**src/rtl/mult_pkg.sv**
```systemverilog
// Shared types and sizing helpers for the sequential shift-and-add multiplier.
package mult_pkg;

   typedef enum logic [1:0] {
      IDLE = 2'd0,
      CALC = 2'd1,
      DONE = 2'd2
   } mult_state_t;

   localparam int unsigned OP_W_DEFAULT = 6;

   // Iteration counter width; at least one bit so a 1-bit operand still has a counter.
   function automatic int unsigned count_w(input int unsigned op_w);
      return (op_w > 1) ? $clog2(op_w) : 1;
   endfunction

endpackage

```
**src/rtl/shift_add_multiplier.sv**
```systemverilog
// Unsigned shift-and-add multiplier: one multiplier bit per clock, product held
// in a register between runs so downstream logic never sees partial sums.
module shift_add_multiplier
   import mult_pkg::*;
#(
   parameter int unsigned OP_W = OP_W_DEFAULT
) (
   input  logic              clk,
   input  logic              reset,
   input  logic              start,
   input  logic [OP_W-1:0]   multiplicand,
   input  logic [OP_W-1:0]   multiplier,
   output logic              busy,
   output logic              done,
   output logic [2*OP_W-1:0] product
);

   localparam int unsigned PROD_W = 2 * OP_W;
   localparam int unsigned CNT_W  = count_w(OP_W);
   localparam logic [CNT_W-1:0] LAST_ITER = CNT_W'(OP_W - 1);

   mult_state_t       state,    state_n;
   logic [PROD_W-1:0] mcand_r,  mcand_n;
   logic [OP_W-1:0]   mplier_r, mplier_n;
   logic [PROD_W-1:0] acc,      acc_n;
   logic [CNT_W-1:0]  count,    count_n;
   logic [PROD_W-1:0] prod_r,   prod_n;
   logic [PROD_W-1:0] acc_sum;

   // State and datapath registers
   always_ff @(posedge clk or negedge reset) begin
      if (!reset) begin
         state    <= IDLE;
         mcand_r  <= '0;
         mplier_r <= '0;
         acc      <= '0;
         count    <= '0;
         prod_r   <= '0;
      end else begin
         state    <= state_n;
         mcand_r  <= mcand_n;
         mplier_r <= mplier_n;
         acc      <= acc_n;
         count    <= count_n;
         prod_r   <= prod_n;
      end
   end

   // Next-state and datapath update
   always_comb begin
      state_n  = state;
      mcand_n  = mcand_r;
      mplier_n = mplier_r;
      acc_n    = acc;
      count_n  = count;
      prod_n   = prod_r;
      acc_sum  = acc + (mplier_r[0] ? mcand_r : '0);

      unique case (state)
         IDLE: begin
            if (start) begin
               mcand_n  = {{OP_W{1'b0}}, multiplicand};
               mplier_n = multiplier;
               acc_n    = '0;
               count_n  = '0;
               state_n  = CALC;
            end
         end
         CALC: begin
            acc_n    = acc_sum;
            mcand_n  = mcand_r << 1;
            mplier_n = mplier_r >> 1;
            count_n  = count + CNT_W'(1);
            // Final iteration publishes the sum including this cycle's add
            if (count == LAST_ITER) begin
               prod_n  = acc_sum;
               state_n = DONE;
            end
         end
         DONE: begin
            state_n = IDLE;
         end
         default: begin
            state_n = IDLE;
         end
      endcase
   end

   assign busy    = (state != IDLE);
   assign done    = (state == DONE);
   assign product = prod_r;

endmodule
```
**config.mk**
```make
export PLATFORM = sky130hd
export DESIGN_NAME = shift_add_multiplier
export DESIGN_NICKNAME = d
export VERILOG_FILES = /design/src/rtl/mult_pkg.sv /design/src/rtl/shift_add_multiplier.sv
export SDC_FILE = /design/constraint.sdc
export NUM_CORES = 1
export LEC_CHECK = 0
export CAP_MARGIN = 5
export CORE_MARGIN = 10
export CORE_UTILIZATION = 50
export CTS_CLUSTER_SIZE = 10
export DETAILED_ROUTE_END_ITERATION = 12
export GPL_TIMING_DRIVEN = 1
export PLACE_DENSITY = 0.73
export SKIP_CTS_REPAIR_TIMING = 1
export SLEW_MARGIN = 25
export SYNTH_ARGS = -nofsm -noshare
export SYNTH_HDL_FRONTEND = slang
export SYNTH_SLANG_ARGS = --single-unit
```
**constraint.sdc**
```tcl
create_clock -name clk -period 4.8 [get_ports clk]
set_input_delay 0.96 -clock clk [delete_from_list [all_inputs] [get_ports clk]]
set_output_delay 0.96 -clock clk [all_outputs]
set_load 0.02 [all_outputs]
```
==> results.json <==
{
  "synthCells": 247,
  "vdd_drop_max_uv": 297,
  "min_period_ps": 3000,
  "n_antenna_cell": 0,
  "synth_warnings": 0,
  "critPathKind": "reg2reg",
  "core_area_sq_mm": 0.00469,
  "ioPinCount": 29,
  "maxCapViolCount": 0,
  "status": "finished, final reports clean",
  "slowest_delay_ps": 740,
  "finalNetCount": 300,
  "yosysSeqAreaShare": 0.486,
  "setup_viol": 0,
  "rsz0062_at_grt": "no",
  "vias": 1800,
  "worst_hold_slack_ps": 478,
  "synth_nets": 276,
  "min_period_over_period": 0.626,
  "slew_violations": 0,
  "placed_area_sq_mm": 0.00272,
  "drcViolationCount": 0,
  "power_density_mw_per_mm2": 517,
  "hold_viol_final": 0,
  "power_uw": 1460,
  "vias_per_cell": 5.52,
  "start_kind": "register",
  "tns_ps": 0,
  "grt_pass1_vias": 1769,
  "required_ps": 5000,
  "drt_iter0_drc": 105,
  "post-route-util": 0.601,
  "antenna_left": 0,
  "antenna_found_initial": 0,
  "grt_pass1_wl_um": 8230,
  "drive_above_1_share": 0.0588,
  "synth.most_common_cell": "dfrtp_1",
  "critPathCaptureType": "register",
  "synth_area_leaders": "dfrtp_1 49%, o21ai_0 7.9%, ha_1 6.7%",
  "gp_congestion": 0.808,
  "design_area_sq_mm": 0.00282,
  "max_freq_mhz": 333,
  "synthArstFlopShare": 1.00,
  "slowest_stage": "nand3_1",
  "synth_top_area_cell": "dfrtp_1",
  "wirelength_um": 4760,
  "dp_hpwl_um": 3440,
  "crit_buf_inv": 1,
  "root_buffer": "clkbuf_8",
  "path_cells": "inv_2, nor2_1, nand3_1, and2_1, a31o_2",
  "synth_ff_type": "dfrtp_1",
  "core.rowCount": 25,
  "avgSynthCellArea_sq_um": 9.79,
  "skew_ps": 5.35,
  "cp.arrival_ps": 3210,
  "cts.clk_slew.worst_paths_ps": 90,
  "clockBufferDepth": 2,
  "die_h_um": 89.6,
  "grt_usage": 0.132,
  "synth_commonest_cells": "47 x dfrtp_1, 38 x o21ai_0, 36 x nand2_1",
  "min_path_type": "reg2reg",
  "path_max_fanout": 23,
  "die-area_sq_mm": 0.00802,
  "cts_buffers": 5,
  "firstDrtPassIters": 4,
  "tightest_slew_ps": 901,
  "yosysTopAreaCellShare": 0.486,
  "port-buffer-count": 28,
  "cts_max_level": 2,
  "max-slew-margin-rel": 0.397,
  "synth-edff-count": 0,
  "cpLargestDelayFamily": "simple AND/OR/NAND/NOR gates",
  "syn2layout_area_growth_pct": 16.6,
  "synthesis.area_sq_mm": 0.00242,
  "cts_tree": "built",
  "grt_max_degree": 48,
  "wl_per_cell_um": 14.6,
  "grt-ovfl-total": 0,
  "ys_types": 36,
  "initial_core_util": 0.515,
  "clk_latency_ps": 300,
  "leakagePower_uw": 0.00129,
  "die_x_um": 89.6,
  "cts.sinks": 47,
  "synth-seq-cells": 47
}
[flip-flops by register name, summed over array words and instances (netlist names)]
signal    cells
count         3
mcand_r      12
product      12
mplier_r      6
state         2
acc          12
[metrics by stage]
stage	std cells	setup WS, ps
after floorplan	247	2520
after global placement	318	1870
after detailed placement	318	1830
after CTS	326	1790
after global routing	326	1450
final	326	1800
[cells by family after synthesis]
family                   count (synthesis)  synth area share
adder cells (fa/ha/maj)                 14            0.0755
flip-flops                              47             0.486
multiplexers                             1           0.00466
AND/OR/NAND/NOR                         71             0.148
XOR/XNOR                                10            0.0362
AO/OA/AOI/OAI                           86             0.220
buffers and inverters                   18            0.0290
[layer usage]
metal | vias to the layer above | GRT usage | wire [um]
li1 | 921 | - | -
met1 | 829 | 0.166 | 2340
met2 | 43 | 0.204 | 2040
met3 | 7 | 0.0428 | 295
met4 | 0 | 0.0564 | 85
met5 | - | 0 | 0
[tightest hold or removal path: stages (launching register included)]
cell and delay (ps):
dfrtp_1 350, nand2_1 40, o21ai_0 50
[path summary, 6_finish.rpt]
kind	start	end	slack [ps]	depth (start not counted)
max in group asynchronous	reset	mcand_r[6]	3780	1
hold reg to reg	product[4]	product[4]	480	2
min in group asynchronous	reset	product[4]	640	1
setup reg to reg	state[0]	product[10]	1800	5
hold / removal	product[4]	product[4]	480	2
setup / recovery	state[0]	product[10]	1800	5
[report_power, final]
group	internal, uW	total, uW	leakage (uW)	switching [uW]
logic	254	568	0.000625	314
registers	535	650	0.000622	115
clock network	105	240	0.0000418	135
[final cells by class]
| type | count | area [sq um] |
|---|---|---|
| fillers | 438 | 1870 |
| multi-input cells | 182 | 1180 |
| flip-flops and latches | 47 | 1180 |
| repair buffers | 28 | 278 |
| clock buffers | 6 | 72.6 |
| well taps | 54 | 67.6 |
| inverters | 7 | 26.3 |
| clock inverters | 2 | 16.3 |
[cell usage in the layout (no fill, tap or decap), types with 2 or more instances in the layout]
| cell type | n |
|---|---|
| dfrtp_1 | 47 |
| o21ai_0 | 38 |
| nand2_1 | 36 |
| clkdlybuf4s50_1 | 27 |
| and2_1 | 17 |
| a21oi_1 | 13 |
| ha_1 | 13 |
| nor2b_1 | 8 |
| a31oi_1 | 8 |
| a22o_1 | 7 |
| inv_1 | 6 |
| xnor2_1 | 6 |
| clkbuf_8 | 5 |
| a21o_1 | 4 |
| xor2_1 | 4 |
| a22oi_1 | 4 |
| nor2_1 | 2 |
| o211ai_1 | 2 |
| nand2b_1 | 2 |
| a32o_1 | 2 |
| a31o_2 | 2 |
Power figures use the tool's default switching activity.
